==> src/rtl/tp_pipe_mul_sat_if.sv <==
// Streaming operand/result bundle for tp_pipe_mul_sat, plus the overflow counter sideband.
interface tp_pipe_mul_sat_if #(
   parameter int unsigned A_W   = 16,
   parameter int unsigned B_W   = 16,
   parameter int unsigned P_W   = 30,
   parameter int unsigned CNT_W = 16
);
   logic             in_valid;
   logic             in_ready;
   logic [A_W-1:0]   a;
   logic [B_W-1:0]   b;
   logic             out_valid;
   logic             out_ready;
   logic [P_W-1:0]   p;
   logic             ovf;
   logic [CNT_W-1:0] ovf_cnt;
   logic             clr_cnt;

   modport master (
      output in_valid, a, b, out_ready, clr_cnt,
      input  in_ready, out_valid, p, ovf, ovf_cnt
   );

   modport slave (
      input  in_valid, a, b, out_ready, clr_cnt,
      output in_ready, out_valid, p, ovf, ovf_cnt
   );
endinterface

==> src/rtl/tp_pipe_mul_sat.sv <==
// Pipelined signed fixed-point multiplier with scaling, optional rounding/saturation,
// overflow flag/counter and a bubble-collapsing valid/ready pipeline.
module tp_pipe_mul_sat #(
   parameter int unsigned A_W       = 16,
   parameter int unsigned B_W       = 16,
   parameter int unsigned P_W       = 30,
   parameter int unsigned NUM_STAGE = 3,
   parameter int unsigned SHIFT     = 0,
   parameter int unsigned RND       = 0,
   parameter int unsigned SAT       = 1,
   parameter int unsigned CNT_W     = 16
) (
   input logic               ap_clk,
   input logic               ap_rst,
   tp_pipe_mul_sat_if.slave  bus_io
);
   localparam int unsigned W  = A_W + B_W;
   localparam int unsigned RW = W + 1;
   localparam int unsigned PN = (NUM_STAGE > 1) ? NUM_STAGE - 1 : 1;
   localparam logic signed [RW-1:0] RndC =
      (RND != 0 && SHIFT > 0) ? (RW'(1) << ((SHIFT > 0) ? SHIFT - 1 : 0)) : '0;

   logic [NUM_STAGE-1:0] v_q, v_d, adv, v_in;
   logic                 rdy_q;
   logic                 acc;
   logic                 ld_last;
   logic signed [W-1:0]  mul, sc_in;
   logic signed [W-1:0]  prod_q [PN];
   logic signed [W-1:0]  prod_d [PN];
   logic signed [RW-1:0] ext, r;
   logic [P_W-1:0]       sc_p, p_q, p_d;
   logic                 sc_ovf, ovf_q, ovf_d;
   logic [CNT_W-1:0]     cnt_q, cnt_d;

   // A stage may move whenever any stage at or below it is empty or the sink is taking.
   for (genvar k = 0; k < NUM_STAGE; k++) begin : g_adv
      assign adv[k] = bus_io.out_ready | ~(&v_q[NUM_STAGE-1:k]);
   end

   assign bus_io.in_ready = rdy_q & adv[0];
   assign acc             = bus_io.in_valid & bus_io.in_ready;
   assign v_in            = NUM_STAGE'({v_q, acc});
   assign v_d             = (adv & v_in) | (~adv & v_q);
   assign ld_last         = adv[NUM_STAGE-1] & v_in[NUM_STAGE-1];

   assign mul = W'($signed(bus_io.a)) * W'($signed(bus_io.b));

   if (NUM_STAGE > 1) begin : g_prod
      assign prod_d[0] = (adv[0] && acc) ? mul : prod_q[0];
      for (genvar k = 1; k < NUM_STAGE - 1; k++) begin : g_retime
         assign prod_d[k] = (adv[k] && v_q[k-1]) ? prod_q[k-1] : prod_q[k];
      end
      assign sc_in = prod_q[NUM_STAGE-2];
   end else begin : g_noprod
      assign prod_d[0] = prod_q[0];
      assign sc_in     = mul;
   end

   // One guard bit keeps the rounding add from wrapping the most negative product squared.
   assign ext = RW'(sc_in) + RndC;
   assign r   = ext >>> SHIFT;

   if (P_W < RW) begin : g_chk
      logic [RW-P_W:0] hi;
      assign hi     = r[RW-1:P_W-1];
      assign sc_ovf = !((&hi) || !(|hi));
      if (SAT != 0) begin : g_sat
         assign sc_p = !sc_ovf ? r[P_W-1:0] :
                       r[RW-1] ? {1'b1, {(P_W-1){1'b0}}} : {1'b0, {(P_W-1){1'b1}}};
      end else begin : g_wrap
         assign sc_p = r[P_W-1:0];
      end
   end else begin : g_wide
      assign sc_ovf = 1'b0;
      assign sc_p   = P_W'(r);
   end

   always_comb begin
      p_d   = ld_last ? sc_p : p_q;
      ovf_d = ld_last ? sc_ovf : ovf_q;
      cnt_d = cnt_q;
      if (bus_io.clr_cnt) begin
         cnt_d = '0;
      end else if (v_q[NUM_STAGE-1] && bus_io.out_ready && ovf_q && cnt_q != '1) begin
         cnt_d = cnt_q + CNT_W'(1);
      end
   end

   always_ff @(posedge ap_clk or posedge ap_rst) begin
      if (ap_rst) begin
         v_q    <= '0;
         rdy_q  <= 1'b0;
         prod_q <= '{default: '0};
         p_q    <= '0;
         ovf_q  <= 1'b0;
         cnt_q  <= '0;
      end else begin
         v_q    <= v_d;
         rdy_q  <= 1'b1;
         prod_q <= prod_d;
         p_q    <= p_d;
         ovf_q  <= ovf_d;
         cnt_q  <= cnt_d;
      end
   end

   assign bus_io.out_valid = v_q[NUM_STAGE-1];
   assign bus_io.p         = p_q;
   assign bus_io.ovf       = ovf_q;
   assign bus_io.ovf_cnt   = cnt_q;
endmodule
==> src/flat_wrapper.sv <==
// flat-port wrapper written by rule: the top's interface ports become plain ports
module tp_pipe_mul_sat_flat 
#(
   parameter int unsigned A_W       = 16,
   parameter int unsigned B_W       = 16,
   parameter int unsigned P_W       = 30,
   parameter int unsigned NUM_STAGE = 3,
   parameter int unsigned SHIFT     = 0,
   parameter int unsigned RND       = 0,
   parameter int unsigned SAT       = 1,
   parameter int unsigned CNT_W     = 16
)
  (ap_clk, ap_rst, bus_io_in_valid, bus_io_a, bus_io_b, bus_io_out_ready, bus_io_clr_cnt, bus_io_in_ready, bus_io_out_valid, bus_io_p, bus_io_ovf, bus_io_ovf_cnt);
  tp_pipe_mul_sat_if #(.A_W(A_W), .B_W(B_W), .P_W(P_W), .CNT_W(CNT_W)) bus_io_i ();
  input logic ap_clk;
  input logic ap_rst;
  input wire logic [$bits(bus_io_i.in_valid)-1:0] bus_io_in_valid;
  input wire logic [$bits(bus_io_i.a)-1:0] bus_io_a;
  input wire logic [$bits(bus_io_i.b)-1:0] bus_io_b;
  input wire logic [$bits(bus_io_i.out_ready)-1:0] bus_io_out_ready;
  input wire logic [$bits(bus_io_i.clr_cnt)-1:0] bus_io_clr_cnt;
  output wire logic [$bits(bus_io_i.in_ready)-1:0] bus_io_in_ready;
  output wire logic [$bits(bus_io_i.out_valid)-1:0] bus_io_out_valid;
  output wire logic [$bits(bus_io_i.p)-1:0] bus_io_p;
  output wire logic [$bits(bus_io_i.ovf)-1:0] bus_io_ovf;
  output wire logic [$bits(bus_io_i.ovf_cnt)-1:0] bus_io_ovf_cnt;
  assign bus_io_i.in_valid = bus_io_in_valid;
  assign bus_io_i.a = bus_io_a;
  assign bus_io_i.b = bus_io_b;
  assign bus_io_i.out_ready = bus_io_out_ready;
  assign bus_io_i.clr_cnt = bus_io_clr_cnt;
  assign bus_io_in_ready = bus_io_i.in_ready;
  assign bus_io_out_valid = bus_io_i.out_valid;
  assign bus_io_p = bus_io_i.p;
  assign bus_io_ovf = bus_io_i.ovf;
  assign bus_io_ovf_cnt = bus_io_i.ovf_cnt;
  tp_pipe_mul_sat #(.A_W(A_W), .B_W(B_W), .P_W(P_W), .NUM_STAGE(NUM_STAGE), .SHIFT(SHIFT), .RND(RND), .SAT(SAT), .CNT_W(CNT_W)) u_core (.ap_clk(ap_clk), .ap_rst(ap_rst), .bus_io(bus_io_i));
endmodule
==> config.mk <==
export PLATFORM = sky130hd
export DESIGN_NAME = tp_pipe_mul_sat_flat
export DESIGN_NICKNAME = d
export VERILOG_FILES = /design/src/rtl/tp_pipe_mul_sat_if.sv /design/src/rtl/tp_pipe_mul_sat.sv /design/src/flat_wrapper.sv
export SDC_FILE = /design/constraint.sdc
export NUM_CORES = 1
export LEC_CHECK = 0
export BUFFER_PORTS_ARGS = -buffer_cell sky130_fd_sc_hd__clkbuf_2
export CAP_MARGIN = 20
export CORE_UTILIZATION = 45
export CTS_CLUSTER_SIZE = 10
export DETAILED_ROUTE_END_ITERATION = 6
export PLACE_DENSITY = 0.66
export SLEW_MARGIN = 20
export SYNTH_ARGS = -nofsm -noshare
export SYNTH_HDL_FRONTEND = slang
export SYNTH_SLANG_ARGS = --single-unit
==> constraint.sdc <==
create_clock -name ap_clk -period 7.46 [get_ports ap_clk]
set_input_delay 0.373 -clock ap_clk [delete_from_list [all_inputs] [get_ports ap_clk]]
set_output_delay 0.373 -clock ap_clk [all_outputs]
set_load 0.02 [all_outputs]
==> impl_metrics.env <==
export IMPL_hold_path_class="in -> reg"
export IMPL_fmax_mhz=169.7
export IMPL_syn_avg_cell_area_um2=9.533
export IMPL_die_h_um=181.2
export IMPL_drive_gt1_share_pct=10.62
export IMPL_synthTopCellsByCount="291 x inv_1, 262 x fa_1, 212 x nand2_1"
export IMPL_io_buffers=85
export IMPL_run_status="completed"
export IMPL_synthMuxAreaShare_pct=2.640
export IMPL_dp_hpwl_um=24950
export IMPL_end_kind="register"
export IMPL_final_area_mm2=0.01588
export IMPL_yosysSeqAreaShare_pct=19.91
export IMPL_dieArea_mm2=0.03284
export IMPL_numCtsBuffers=17
export IMPL_finClkSkew_ps=7.936
export IMPL_synth_simple_area_share_pct=15.95
export IMPL_ys_warn_count=0
export IMPL_synth_flop_cell="dfrtp_1"
export IMPL_crit_type="in -> reg"
export IMPL_track_usage_pct=20.38
export IMPL_use_met1_pct=26.63
export IMPL_cts_tree="built"
export IMPL_yosys_area_top_type="fa_1"
export IMPL_worstPathRequired_ps=7750
export IMPL_first_pass_iters=5
export IMPL_synth_edff_count=0
export IMPL_synth_compound_area_share_pct=6.337
export IMPL_place_area_mm2=0.01521
export IMPL_initial_core_util_pct=45.80
export IMPL_grt_setup_unrepaired="no"
export IMPL_grt_ovfl_total=0
export IMPL_fp_row_count=65
export IMPL_worstMarginPinSlew_ps=874.9
export IMPL_grt_pass1_vias=11080
export IMPL_core_mm2=0.03156
export IMPL_yosys_area_share_adder_pct=43.48
export IMPL_finalSetupViolCount=0
export IMPL_drtIter0Drc=526
export IMPL_root_buffer="clkbuf_16"
export IMPL_die_w_um=181.2
export IMPL_antenna_found_initial=0
export IMPL_synthDistinctLibCells=60
export IMPL_ant_nets=0
export IMPL_final_min_clock_period_ps=5891
export IMPL_synth_most_common_cell="inv_1"
export IMPL_diodes=0
export IMPL_yosys_register_bits=115
export IMPL_post_cts_resized=0
export IMPL_syn2layout_area_growth_pct=9.895
export IMPL_syn_nets=1898
export IMPL_wl_per_cell_um=15.71
export IMPL_grt_first_pass_wirelength_um=54050
export IMPL_worstPathMaxFanout=16
export IMPL_post_route_period_util_pct=78.97
export IMPL_ys_top_cells_by_area="fa_1 36%, dfrtp_1 20%, inv_1 7.6%"
export IMPL_clockBufferDepth=2
export IMPL_slew_violations=0
export IMPL_finalHoldViolCount=0
export IMPL_vias_per_cell=5.172
export IMPL_critPathArrivalTime_ps=6180
export IMPL_cts_sinks=115
export IMPL_synth_top_family_by_area="adder cells"
export IMPL_cp_slowest_stage_delay_ps=840
export IMPL_worstPathCellList="clkbuf_2 > nand2_1 > inv_1 > fa_1 > fa_1 > inv_1 > fa_1 > fa_1 > fa_1 > fa_1 > inv_1 > ha_1 > inv_1 > o21bai_1 > a21oi_1 > and3_1 > nor3_1 > o21ai_0 > a311o_1"
export IMPL_synthCells=1516
export IMPL_relSlewSlack_pct=41.67
export IMPL_worst_setup_path_start_kind="primary input"
export IMPL_fin_tns_setup_ps=0
export IMPL_htree_levels=4
export IMPL_finalNetCount=1951
export IMPL_grt_start_max_net_pins=81
export IMPL_vias=10260
export IMPL_async_flop_share_pct=100.0
export IMPL_io_pins=86
export IMPL_drc=0
export IMPL_worstSkewPairLatency_ps=400
export IMPL_top_usage_layer="met2"
export IMPL_place_congestion=0.8543
export IMPL_wl_um=31160
export IMPL_cp_common_cell="fa_1"
export IMPL_syn_area_mm2=0.01445
export IMPL_reg2reg_slack_ps=5160
export IMPL_grt_util_met2_pct=35.98
export IMPL_fillers=2886
export IMPL_synth_top_area_share_pct=36.29
export IMPL_path_clk_slew_ps=60
export IMPL_cp_slowest_cell="fa_1"
export IMPL_grt_util_met3_pct=2.520
export IMPL_maxCapViolations=0
export IMPL_synth_xor_area_share_pct=2.606
-- path summary, 6_finish.rpt --
kind | from | end | cells past startpoint
worst min register to register | register | register | 1
worst max register to register | register | u_core.prod_q[62] | 8
max in group asynchronous | ap_rst | u_core.bus_io.p[21] | 4
worst max-delay path | bus_io_b[1] | u_core.prod_q[62] | 19
worst min-delay path | bus_io_out_ready | register | 4
min in group asynchronous | ap_rst | u_core.bus_io.p[9] | 3
-- kinds of logic after synthesis --
| group | Yosys count |
|---|---|
| AO/OA/AOI/OAI | 144 |
| XOR/XNOR | 43 |
| adder cells (fa/ha/maj) | 345 |
| buffers and inverters | 348 |
| flip-flops | 115 |
| multiplexers | 34 |
| other | 1 |
| AND/OR/NAND/NOR | 486 |
-- layout by cell type, fill, tap and decap left out, types with 5 or more instances in the layout --
cell type,count
xor2_1,22
mux2_2,33
clkbuf_16,17
nand2b_1,11
and3_1,5
nor2_1,76
inv_1,290
clkbuf_2,85
and2_1,122
nor3_1,10
ha_1,83
clkbuf_8,6
dfrtp_1,115
a21o_1,5
a21oi_1,29
fa_1,262
nand3_1,21
xnor2_1,21
o31ai_1,5
o21ai_0,65
a31oi_1,7
nand2_1,212
nand4_1,8
-- worst max-delay path: cells and delay by family --
| family | cells | cell delay, ps |
|---|---|---|
| adders and majority gates | 7 | 3810 |
| and+or+nand+nor | 3 | 530 |
| buffers and inverters | 5 | 750 |
| AOI/OAI and AO/OA | 4 | 710 |
-- metal layers --
layer  vias to the layer above  part of all wire, %
met1                      5262                   41
met3                        37                  3.6
met5                         -                    0
li1                       4739                    -
met2                       223                   53
met4                         0                  1.6
-- area by class of cell --
cell class	count	area, um^2	area share, %
multi-input cells	1053	10270	64.68
flip-flops and latches	115	2878	18.12
inverters	291	1095	6.893
clock buffers	24	511.7	3.222
well taps	402	503.0	3.167
repair buffers	91	476.7	3.001
clock inverters	8	145.1	0.9138
-- state kept, by name, summed over array words and instances (netlist names), named ones only --
| signal | count |
|---|---|
| u_core.bus_io.ovf_cnt | 16 |
| u_core.bus_io.p | 30 |
| u_core.prod_q | 32 |
| u_core.sc_in | 32 |
| u_core.rdy_q | 1 |
| u_core.bus_io.ovf | 1 |
-- repair_timing --
item                                    4_1_cts  5_1_grt
endpoints found under the setup margin        0        0
hold endpoints to repair                     35        0
setup buffers                                 0        0
hold buffers                                  1        0
-- metrics by stage --
stage	hold WS, ps	util [%]	setup slack, ps	instances
after floorplan	434.8	-	1671	1516
after CTS	283.8	50.32	1615	1984
final	294.6	50.33	1569	1984
after detailed placement	413.5	48.21	1182	1951
after global placement	408.6	48.21	1271	1951
after global routing	318.3	50.33	1355	1984
Power is not shown: default switching activity piles up to over one toggle a cycle in this logic, so the estimate is an artifact.
